[src/rtl/lcd_rgb_rx.sv]
// lcd_rgb_rx: DE-mode RGB565 receiver that recovers frame/line timing from lcd_de alone
module lcd_rgb_rx #(
  parameter int VBLANK_MIN = 1024,
  parameter int CNT_W = 11
) (
  input  logic             lcd_pclk,
  input  logic             rst_n,
  input  logic             lcd_de,
  input  logic [15:0]      lcd_rgb,
  output logic             pix_valid,
  output logic [15:0]      pix_data,
  output logic [CNT_W-1:0] pix_x,
  output logic [CNT_W-1:0] pix_y,
  output logic             frame_start,
  output logic             line_end,
  output logic             frame_end,
  output logic [CNT_W-1:0] meas_h_disp,
  output logic [CNT_W-1:0] meas_v_disp,
  output logic             meas_valid,
  output logic             locked,
  output logic             line_err
);
  localparam logic [1:0] SEEK = 2'd0, VBLANK = 2'd1, ACTIVE = 2'd2, HBLANK = 2'd3;
  localparam int LW = $clog2(VBLANK_MIN + 1);
  localparam logic [LW-1:0] LOW_MAX = LW'(VBLANK_MIN);
  logic [1:0] state;
  logic [LW-1:0] low_cnt;
  logic [CNT_W-1:0] len, ref_len;
  logic vb_hit;
  function automatic logic [CNT_W-1:0] sat(input logic [CNT_W-1:0] v);
    return &v ? v : v + 1'b1;
  endfunction
  // true on the sample that completes a run of VBLANK_MIN consecutive DE-low cycles
  assign vb_hit = !lcd_de && (low_cnt >= LOW_MAX - 1'b1);
  always_ff @(posedge lcd_pclk or negedge rst_n)
    if (!rst_n) low_cnt <= '0;
    else low_cnt <= lcd_de ? '0 : (low_cnt == LOW_MAX ? low_cnt : low_cnt + 1'b1);
  always_ff @(posedge lcd_pclk or negedge rst_n)
    if (!rst_n) begin
      state       <= SEEK;
      pix_valid   <= 1'b0;
      pix_data    <= '0;
      pix_x       <= '0;
      pix_y       <= '0;
      frame_start <= 1'b0;
      line_end    <= 1'b0;
      frame_end   <= 1'b0;
      meas_h_disp <= '0;
      meas_v_disp <= '0;
      meas_valid  <= 1'b0;
      locked      <= 1'b0;
      line_err    <= 1'b0;
      len         <= '0;
      ref_len     <= '0;
    end else begin
      pix_valid   <= 1'b0;
      frame_start <= 1'b0;
      line_end    <= 1'b0;
      frame_end   <= 1'b0;
      line_err    <= 1'b0;
      case (state)
        SEEK:
          if (vb_hit) begin
            state  <= VBLANK;
            locked <= 1'b1;
          end
        VBLANK:
          if (lcd_de) begin
            state       <= ACTIVE;
            pix_valid   <= 1'b1;
            pix_data    <= lcd_rgb;
            pix_x       <= '0;
            pix_y       <= '0;
            len         <= CNT_W'(1);
            ref_len     <= '0;
            frame_start <= 1'b1;
          end
        ACTIVE:
          if (lcd_de) begin
            pix_valid <= 1'b1;
            pix_data  <= lcd_rgb;
            pix_x     <= sat(pix_x);
            len       <= sat(len);
          end else begin
            state    <= HBLANK;
            line_end <= 1'b1;
            if (pix_y == '0) ref_len <= len;
            else line_err <= (len != ref_len);
          end
        default:
          if (lcd_de) begin
            state     <= ACTIVE;
            pix_valid <= 1'b1;
            pix_data  <= lcd_rgb;
            pix_x     <= '0;
            pix_y     <= sat(pix_y);
            len       <= CNT_W'(1);
          end else if (vb_hit) begin
            state       <= VBLANK;
            frame_end   <= 1'b1;
            meas_h_disp <= ref_len;
            meas_v_disp <= sat(pix_y);
            meas_valid  <= 1'b1;
          end
      endcase
    end
endmodule

[config.mk]
export PLATFORM = sky130hd
export DESIGN_NAME = lcd_rgb_rx
export DESIGN_NICKNAME = d
export VERILOG_FILES = /design/src/rtl/lcd_rgb_rx.sv
export SDC_FILE = /design/constraint.sdc
export NUM_CORES = 1
export LEC_CHECK = 0
export BUFFER_PORTS_ARGS = -buffer_cell sky130_fd_sc_hd__clkbuf_2
export CAP_MARGIN = 20
export CORE_UTILIZATION = 30
export CTS_CLUSTER_SIZE = 40
export DETAILED_ROUTE_END_ITERATION = 7
export SYNTH_ARGS = -nofsm -noshare
export SYNTH_HDL_FRONTEND = slang
export SYNTH_SLANG_ARGS = --single-unit
[constraint.sdc]
create_clock -name lcd_pclk -period 3.02 [get_ports lcd_pclk]
set_clock_uncertainty 0.05 [all_clocks]
set_input_delay 0.151 -clock lcd_pclk [delete_from_list [all_inputs] [get_ports lcd_pclk]]
set_output_delay 0.151 -clock lcd_pclk [all_outputs]
set_load 0.02 [all_outputs]
==> key figures, run 1 <==
Flow run
  – Max-cap check violation count: 0

Global route
  – Vias in the first global route: 4009
  – Initial antenna violation count: 0
  – Overflow left after global routing: 0
  – Largest net degree at the start of global routing: 64
  – Global-route wire length before repair: between 20000 and 25000 um
  – Total GRT Usage: 0.147

Clock tree
  – CTS buffer count: 9
  – PostCTS Resize Cnt: 0
  – CTS tree: yes
  – Clk buf depth: 2
  – Worst-path clk slew: about 0.070 ns
  – CTS sink count: 102
  – CTS Root Cell: clkbuf_16
  – Clock Latency Late Sink: approximately 0.35 ns
  – H-tree Lvls: 3

Detailed routing
  – DRT iter0 DRCs: 344
  – Via count: 4253
  – DRT Wirelength: 12400 um
  – Drt drc: 0
  – Average wire per standard cell: about 15 um
  – Vias per inst: 5.11
  – Antenna-violating nets left: 0
  – Router iterations before antenna repair: 5

Critical path
  – Worst path arrival time: 2.59 ns
  – Crit path kind: reg -> reg
  – CP cell instances: inv_1 > ha_1 > or3b_2 > nor3_1 > a31o_2 > a21boi_0
  – Worst setup EP type: flop
  – CP max stage cell: or3b_2
  – Worst path required time: between 3 and 4 ns
  – Crit-path max FO: 18
  – Buf+Inv Stages, Crit Path: 1
  – Critical Path Start Type: flop
  – Slowest stage delay, CP: just under 0.7 ns
  – Top Family by Delay on Critical Path: simple AND/OR/NAND/NOR gates

Cells and area
  – Layout cells sized above 1: 0.232
  – Highest-count cells in the layout ignoring fill and taps: 102 x dfrtp_1, 91 x nand2_1, 84 x clkbuf_2
  – P&R area growth vs syn: 20.2%
  – Diode count: 0
  – Fill cell count: around 1700
  – Final design utilization: 0.371
  – Most common cell after layout, fill and taps aside: dfrtp_1
  – Nets: 637
  – Finished layout cell area: 6200 sq um

Synth
  – Post-synthesis sequential area ratio: 0.495
  – Ys async rst share: 1.00
  – Synth Register Bits: between 100 and 150
  – Synthesized area: 5150 sq um
  – Synth warn: 0
  – Post-synth cell types: 57
  – Top FF cell, synth: dfrtp_1
  – Mapped Avg Cell Area: 9.91 sq um
  – Net Count, Synth: 549
  – Number of synthesized flops with an enable pin: 0
  – Mapped Cells: 520

Floorplan
  – Initial Util: 0.309
  – Chip Height: 133 um
  – Core Rows: 47
  – Area of the die: 17700 sq um
  – Die X: 133 um
  – Top Ports: 86
  – Core ar.: 16700 sq um

Pwr
  – PD cells: 746 nW/um^2
  – Leakage power: roughly 3.0 nW
  – Peak VDD IR: ~0.00034 V

STA
  – Period utilization: 0.783
  – Unrepaired setup endpoints after global routing: no
  – # setup viols final: 0
  – Fin. Hold Viols: 0
  – Max Slew Vio Count: 0
  – FMAX: 423 MHz
  – Worst slew pin tran: 0.821 ns
  – Max-slew headroom: 0.453
  – Setup TNS Final: 0 ns
  – Period minus WS final: 2.36 ns

Placed design
  – Final HPWL DP: between 8000 and 9000 um
  – Placer Congestion: 0.843
  – Cell Area, Placed: about 5700 sq um
  – Port buffer count: 85

Run status
  – Status: complete, no violations

Min path
  – Worst hold path type: in -> reg
## worst paths after layout
path | startpoint | endpoint | slack [ns] | depth (start not counted)
max | state[0] | pix_y[10] | 0.66 | 6
min | lcd_de | low_cnt[6] | 0.26 | 2
max reg2reg | state[0] | pix_y[10] | 0.66 | 6
min reg2reg | pix_data[11] | pix_data[11] | 0.43 | 2
max in group asynchronous | rst_n | pix_y[2] | 1.83 | 3
min in group asynchronous | rst_n | pix_data[12] | 0.39 | 2
## cells in the mapped netlist (7+ instances only)
cell,number,area share
a21oi_1,30,0.029
and3_1,14,0.017
and4_1,9,0.015
buf_2,11,0.011
clkbuf_1,12,0.0087
dfrtp_1,102,0.50
ha_1,10,0.024
inv_1,10,0.0073
mux2_2,20,0.044
nand2_1,91,0.066
nand2b_1,7,0.0085
nand3_1,21,0.020
nand4_1,8,0.0097
nor2_1,20,0.015
nor3_1,10,0.0097
nor4_1,7,0.0085
o21ai_0,27,0.026
xor2_1,14,0.024
## timing repair
item / 4_1_cts / 5_1_grt
hold endpoints to repair: 78 / 0
hold buffers: 17 / 0
setup buffers: 0 / 0
## logic make-up after synthesis
group                    Yosys count  share of synthesized area
AND/OR/NAND/NOR                  215                      0.214
buffers and inverters             42                     0.0427
flip-flops                       102                      0.495
adder cells (fa/ha/maj)           10                     0.0243
AO/OA/AOI/OAI                    107                      0.138
multiplexers                      24                     0.0515
XOR/XNOR                          20                     0.0340
## area by class of cell
type	instances	area [sq um]	area share
clock buffers	10	229	0.0369
clock inverters	6	61.3	0.00989
inverters	11	41.3	0.00666
multi-input cells	376	2380	0.384
flip-flops and latches	102	2550	0.412
well taps	220	275	0.0444
repair buffers	108	656	0.106
## metal layers
metal  routed length (um)  vias to the layer above  GRT usage
met1                 5830                     2087      0.197
met2                 5720                      106      0.228
met3                  638                       17     0.0341
met5                    0                        -          0
met4                  241                        0     0.0639
li1                     -                     2043          -
## report_power, final
part           switching, W  internal, W
logic              0.000991     0.000569
clock network      0.000518     0.000642
registers          0.000294      0.00161
## flip-flops by register name, indices dropped and copies added (netlist names)
| signal | flops |
|---|---|
| line_end | 1 |
| state | 2 |
| meas_valid | 1 |
| meas_v_disp | 11 |
| meas_h_disp | 11 |
| frame_end | 1 |
| pix_x | 11 |
| pix_y | 11 |
| ref_len | 11 |
| len | 11 |
| frame_start | 1 |
| line_err | 1 |
| pix_valid | 1 |
| pix_data | 16 |
| low_cnt | 11 |
| locked | 1 |
## through the flow
stage	worst slack, ns	power, W	hold slack, ns	cells
floorplan	0.956	0.00295	-0.195	520
global placement	0.737	0.00342	0.248	800
detailed placement	0.658	0.00347	0.264	800
CTS	0.651	0.00467	0.250	833
global route	0.462	0.00492	0.303	833
finish	0.655	0.00463	0.261	833
Power figures use the tool's default switching activity.
==> run 2, diff against run 1 <==
--- a/config.mk
+++ b/config.mk
@@ -5,6 +5,7 @@
 export SDC_FILE = /design/constraint.sdc
 export NUM_CORES = 1
 export LEC_CHECK = 0
+export ABC_AREA = 1
 export BUFFER_PORTS_ARGS = -buffer_cell sky130_fd_sc_hd__clkbuf_2
 export CAP_MARGIN = 20
 export CORE_UTILIZATION = 30
==> constraint.sdc (replaced) <==
create_clock -name lcd_pclk -period 2.1 [get_ports lcd_pclk]
set_clock_uncertainty 0.05 [all_clocks]
set_input_delay 0.105 -clock lcd_pclk [delete_from_list [all_inputs] [get_ports lcd_pclk]]
set_output_delay 0.105 -clock lcd_pclk [all_outputs]
set_load 0.02 [all_outputs]
==> key figures, run 2 <==
Detailed routing
  – Drt drc: 0
  – Antenna-violating nets left: 0
  – DRT Wirelength: between 10000 and 15000 um
  – Via count: 4411
  – Vias per inst: 4.53
  – Average wire per standard cell: 12.6 um
  – Router iterations before antenna repair: 4
  – DRT iter0 DRCs: 196

STA
  – Max-slew headroom: 0.626
  – Period minus WS final: 1.88 ns
  – # setup viols final: 0
  – Worst slew pin tran: 0.561 ns
  – Fin. Hold Viols: 0
  – Unrepaired setup endpoints after global routing: no
  – Period utilization: 0.893
  – Setup TNS Final: 0 ns
  – Max Slew Vio Count: 0
  – FMAX: 533 MHz

Synth
  – Synthesized area: 5220 sq um
  – Dominant cell type by area after synthesis: dfrtp_1
  – Post-synth cell types: 38
  – Ys async rst share: 1.00
  – Mapped Cells: 642
  – Top FF cell, synth: dfrtp_1
  – Top-count cell post-synth: nand2_1
  – Top-area cell type share of the netlist area: 0.489
  – Number of synthesized flops with an enable pin: 0
  – Mapped Avg Cell Area: 8.13 sq um
  – Synth warn: 0
  – Synth Register Bits: 102
  – Post-synthesis sequential area ratio: 0.489
  – Top area cells in the synthesized netlist: dfrtp_1 49%, nand2_1 16%, inv_1 4.6%, nand4_1 3.1%, xor2_1 3.0%
  – Net Count, Synth: 671
  – Synth top cells by count: 226 x nand2_1, 102 x dfrtp_1, 64 x inv_1, 34 x nor2_1, 27 x nand3_1

Floorplan
  – Core Rows: 47
  – Initial Util: 0.312
  – Die X: 134 um
  – Core ar.: roughly 17000 sq um
  – Area of the die: 17900 sq um
  – Top Ports: 86
  – Chip Height: ~130 um

Critical path
  – Crit-path most repeated cell: nor2_8
  – Buf+Inv Stages, Crit Path: 3
  – Crit path kind: reg -> reg
  – CP cell instances: inv_1 > ha_1 > nor2_8 > inv_6 > nor2_8 > inv_4 > nand2_8 > nand2_1 > o21ai_1
  – Worst path required time: 2.32 ns
  – Top Family by Delay on Critical Path: simple AND/OR/NAND/NOR gates
  – Crit-path max FO: 18
  – CP max stage cell: dfrtp_1
  – Slowest stage delay, CP: 0.39 ns
  – Worst path arrival time: about 2.1 ns
  – Worst setup EP type: flop
  – Flop2flop setup slack: 0.22 ns
  – Critical Path Start Type: flop

Clock tree
  – CTS Root Cell: clkbuf_16
  – H-tree Lvls: 3
  – CTS tree: yes
  – Worst-path clk slew: 0.07 ns
  – CTS sink count: approximately 100
  – Clk buf depth: 2
  – CTS buffer count: 9
  – Clock Latency Late Sink: 0.35 ns
  – Setup repair bufs after CTS: 0

Placed design
  – Placer Congestion: 0.820
  – Post-Place Cells: 940
  – Final HPWL DP: a little under 9000 um
  – Port buffer count: 85

Min path
  – Worst hold path type: in -> reg

Pwr
  – Leakage power: ~3.3 nW
  – Logic pwr share: 0.369
  – Clk pwr share: 0.246
  – Sw Pwr: between 0.002 and 0.003 W
  – PD cells: ~1100 nW/um^2
  – Sw Ratio: 0.411
  – Peak VDD IR: between 0.0005 and 0.0006 V
  – Pint: 0.00411 W
  – Sequential share of power: 0.385

Global route
  – Global-route wire length before repair: 20400 um
  – Vias in the first global route: approximately 4100
  – Total GRT Usage: 0.143
  – Overflow left after global routing: 0
  – Largest net degree at the start of global routing: 44
  – Initial antenna violation count: 0

Cells and area
  – Largest register FFs: 16
  – Fin cells: 973
  – Layout cells sized above 1: 0.195
  – Most common cell after layout, fill and taps aside: nand2_1
  – Fill cell count: 1716
  – Diode count: 0
  – Most flops, register: pix_data
  – Nets: roughly 780
  – Highest-count cells in the layout ignoring fill and taps: 226 x nand2_1, 102 x dfrtp_1, 84 x clkbuf_2
  – P&R area growth vs syn: 22.2%

Flow run
  – Max-cap check violation count: 0

Run status
  – Status: complete, no violations
run 2: metrics by stage:
| stage | cell area [sq um] | utilization | worst slack (ns) | power, W | hold slack, ns |
|---|---|---|---|---|---|
| after global routing | 6380 | 0.381 | 0.0678 | 0.00747 | 0.0239 |
| after global placement | 5900 | 0.352 | 0.192 | 0.00526 | 0.0911 |
| final | 6380 | 0.381 | 0.224 | 0.00698 | 0.0307 |
| after floorplan | 5220 | - | 0.411 | 0.00447 | -0.241 |
| after detailed placement | 5900 | 0.352 | 0.148 | 0.00529 | 0.0859 |
| after CTS | 6380 | 0.380 | 0.127 | 0.00706 | 0.0254 |
run 2: kinds of logic after synthesis:
group | share of synthesized area
compound gates | 0.0683
fa+ha+maj | 0.0240
xor+xnor | 0.0335
buf+inv | 0.0796
flops | 0.489
simple gates | 0.306
run 2: power by group through the flow:
stage | Sequential, W | Combinational [W] | Clock [W]
floorplan | 0.00298 | 0.00149 | 0
global placement | 0.00271 | 0.00255 | 0
finish | 0.00269 | 0.00258 | 0.00172
global route | 0.00274 | 0.00288 | 0.00185
CTS | 0.00268 | 0.00260 | 0.00178
detailed placement | 0.00272 | 0.00257 | 0
run 2: final timing paths:
kind,startpoint,to,cells past startpoint
setup / recovery,state[0],pix_x[8],9
hold / removal,lcd_de,low_cnt[10],2
setup reg to reg,state[0],pix_x[8],9
hold reg to reg,ref_len[1],ref_len[1],2
max in group asynchronous,rst_n,ref_len[10],3
min in group asynchronous,rst_n,pix_data[7],2
run 2: cell type report:
| type | count | area [sq um] | area share |
|---|---|---|---|
| repair buffers | 117 | 711 | 0.111 |
| multi-input cells | 446 | 2260 | 0.354 |
| clock buffers | 10 | 229 | 0.0359 |
| clock inverters | 6 | 76.3 | 0.0120 |
| inverters | 72 | 279 | 0.0437 |
| flip-flops and latches | 102 | 2550 | 0.400 |
| well taps | 220 | 275 | 0.0431 |
run 2: repair_timing:
action | in CTS | in global routing
hold buffers | 17 | 0
resized for setup | 0 | 1
hold endpoints to repair | 55 | 0
setup endpoints to repair | 0 | 11
run 2: metal layers:
layer	GRT usage	wire (um)	up-vias
met5	0	0	-
met4	0.0347	114	0
met3	0.0340	504	8
met2	0.228	5690	87
met1	0.195	5990	2050
li1	-	-	2266
==> run 3, diff against run 2 <==
--- a/config.mk
+++ b/config.mk
@@ -11,6 +11,7 @@
 export CORE_UTILIZATION = 30
 export CTS_CLUSTER_SIZE = 40
 export DETAILED_ROUTE_END_ITERATION = 7
+export SETUP_SLACK_MARGIN = 0.5
 export SYNTH_ARGS = -nofsm -noshare
 export SYNTH_HDL_FRONTEND = slang
 export SYNTH_SLANG_ARGS = --single-unit
==> constraint.sdc (replaced) <==
create_clock -name lcd_pclk -period 1.73 [get_ports lcd_pclk]
set_clock_uncertainty 0.05 [all_clocks]
set_input_delay 0.0865 -clock lcd_pclk [delete_from_list [all_inputs] [get_ports lcd_pclk]]
set_output_delay 0.0865 -clock lcd_pclk [all_outputs]
set_load 0.02 [all_outputs]
==> key figures, run 3 (synthesis results as in run 2) <==
Cells and area
  – Highest-count cells in the layout ignoring fill and taps: 186 x nand2_1, 95 x dfrtp_1, 81 x clkbuf_2
  – Diode count: 0
  – Finished layout cell area: 7900 sq um
  – Nets: 852
  – Layout cells sized above 1: 0.401
  – Most common cell after layout, fill and taps aside: nand2_1
  – Largest register FFs: 16
  – P&R area growth vs syn: 51.2%
  – Most flops, register: pix_data

Floorplan
  – Initial Util: 0.312
  – Core Rows: 47
  – Area of the die: 17900 sq um
  – Chip Height: 134 um
  – Die X: 134 um
  – Top Ports: 86
  – Core ar.: 16800 sq um

Pwr
  – PD cells: 1330 nW/um^2
  – Leakage power: between 3 and 4 nW
  – Tot Pwr: 0.0105 W
  – Peak VDD IR: 0.000662 V

Clock tree
  – Worst-path clk slew: around 0.070 ns
  – H-tree Lvls: 3
  – CTS Root Cell: clkbuf_16
  – Clk buf depth: 2
  – Clock Latency Late Sink: 0.35 ns
  – CTS sink count: 102
  – CTS tree: yes
  – CTS buffer count: 9

Detailed routing
  – Via count: 4866
  – Antenna-violating nets left: 0
  – Vias per inst: 4.64
  – DRT iter0 DRCs: 244
  – Router iterations before antenna repair: 4
  – DRT Wirelength: 14700 um
  – Drt drc: 0
  – Average wire per standard cell: ~14 um

STA
  – Final WS setup: 0.131 ns
  – FMAX: 626 MHz
  – # setup viols final: 0
  – Max Slew Vio Count: 0
  – Period minus WS final: 1.60 ns
  – Worst slew pin tran: between 0.5 and 0.6 ns
  – Setup TNS Final: 0 ns
  – Worst Hold Margin: 0.191 ns
  – Period utilization: 0.924
  – Fin. Hold Viols: 0
  – Max-slew headroom: 0.657
  – Unrepaired setup endpoints after global routing: yes

Critical path
  – Worst setup EP type: flop
  – Slowest stage delay, CP: 0.41 ns
  – CP cell instances: inv_2 > ha_4 > nor2_8 > clkinv_8 > nor2_8 > buf_4 > o21ai_2 > nand2_1 > inv_1
  – Cell depth of the worst flop-to-flop path: 9
  – CP max stage cell: dfrtp_1
  – Critical Path Start Type: flop
  – FF-to-FF End: pix_y[10]
  – Flop2flop setup slack: 0.13 ns
  – Worst path required time: roughly 1.9 ns
  – Crit-path most repeated cell: nor2_8
  – Top Family by Delay on Critical Path: flip-flops
  – Buf+Inv Stages, Crit Path: 4
  – Crit path kind: reg -> reg
  – Worst path arrival time: 1.80 ns
  – FF-to-FF Start: state[1]
  – Crit-path max FO: 4

Flow run
  – Max-cap check violation count: 0

Placed design
  – Cell Area, Placed: 6150 sq um
  – Port buffer count: 85
  – Placer Congestion: 0.841
  – Final HPWL DP: roughly 9200 um
  – Pre-CTS setup slack: 0.0472 ns

Run status
  – Status: complete, no violations

Global route
  – Overflow left after global routing: 0
  – Initial antenna violation count: 0
  – Vias in the first global route: 4587
  – Largest net degree at the start of global routing: 36
  – Total GRT Usage: 0.156
  – Global-route wire length before repair: 22300 um

Min path
  – Worst hold path type: in -> async
==> run 3: cell count changes in the layout (fill, tap and decap cells not counted), moves of 8 or more <==
cell,previous run,this run
nand2_1,226,186
buf_12,0,8
inv_1,64,53
buf_4,16,46
nand3_1,26,17
ha_1,10,0
nor2_1,34,24
nand2_2,4,26
nor2_4,1,9
o21ai_0,22,8
inv_2,4,13
buf_6,0,28
o21ai_2,1,13
nand2_4,0,17
==> run 3: stage by stage <==
step           utilization  instances
3_3_place_gp         0.367        949
2_1_floorplan            -        642
3_5_place_dp         0.367        949
4_1_cts              0.430       1021
6_report             0.471       1048
5_1_grt              0.471       1048
==> run 3: power by group <==
group	internal, W	switching, W
Clock	0.00121	0.000914
Sequential	0.00284	0.000420
Combinational	0.00224	0.00292
Total	0.00629	0.00425
==> run 3: metal layers <==
layer	GRT usage	wire, um	vias up
li1	-	-	2420
met1	0.207	6640	2339
met2	0.250	7290	91
met3	0.0299	542	16
met4	0.0612	206	0
met5	0	0	-
==> run 3: worst max-delay path by stage <==
| stage | from | cells past startpoint | endpoint | slack, ns |
|---|---|---|---|---|
| floorplan | state[1] | 9 | pix_y[10] | 0.24 |
| finish | state[1] | 9 | pix_y[10] | 0.13 |
| global route | state[1] | 9 | pix_y[10] | 0.04 |
| global placement | state[1] | 8 | ref_len[6] | 0.07 |
| CTS | pix_y[1] | 8 | ref_len[0] | 0.14 |
| detailed placement | state[1] | 8 | ref_len[6] | 0.05 |
==> run 3: layout make-up <==
type / count / area, sq um
Multi-Input combinational cell: 449 / 2890
Timing Repair inverter: 1 / 8.76
Tap cell: 220 / 275
Timing Repair Buffer: 188 / 1540
Fill cell: 1595 / 8860
Clock buffer: 12 / 256
Inverter: 72 / 313
Clock inverter: 4 / 55.1
Sequential cell: 102 / 2560
==> run 3: worst reg2reg max path, cell delays in order, from the launching register on <==
cell,delay [ns]
dfrtp_1,0.41
inv_2,0.09
ha_4,0.19
nor2_8,0.20
clkinv_8,0.11
nor2_8,0.16
buf_4,0.14
o21ai_2,0.05
nand2_1,0.06
inv_1,0.03
==> run 3: repair_timing <==
item	in CTS	in global routing
hold buffers	19	0
endpoints found under the setup margin	94	102
pin swaps	26	41
cloned	5	5
gates resized for setup	70	114
buffers inserted	32	22
endpoints found under the hold margin	52	0
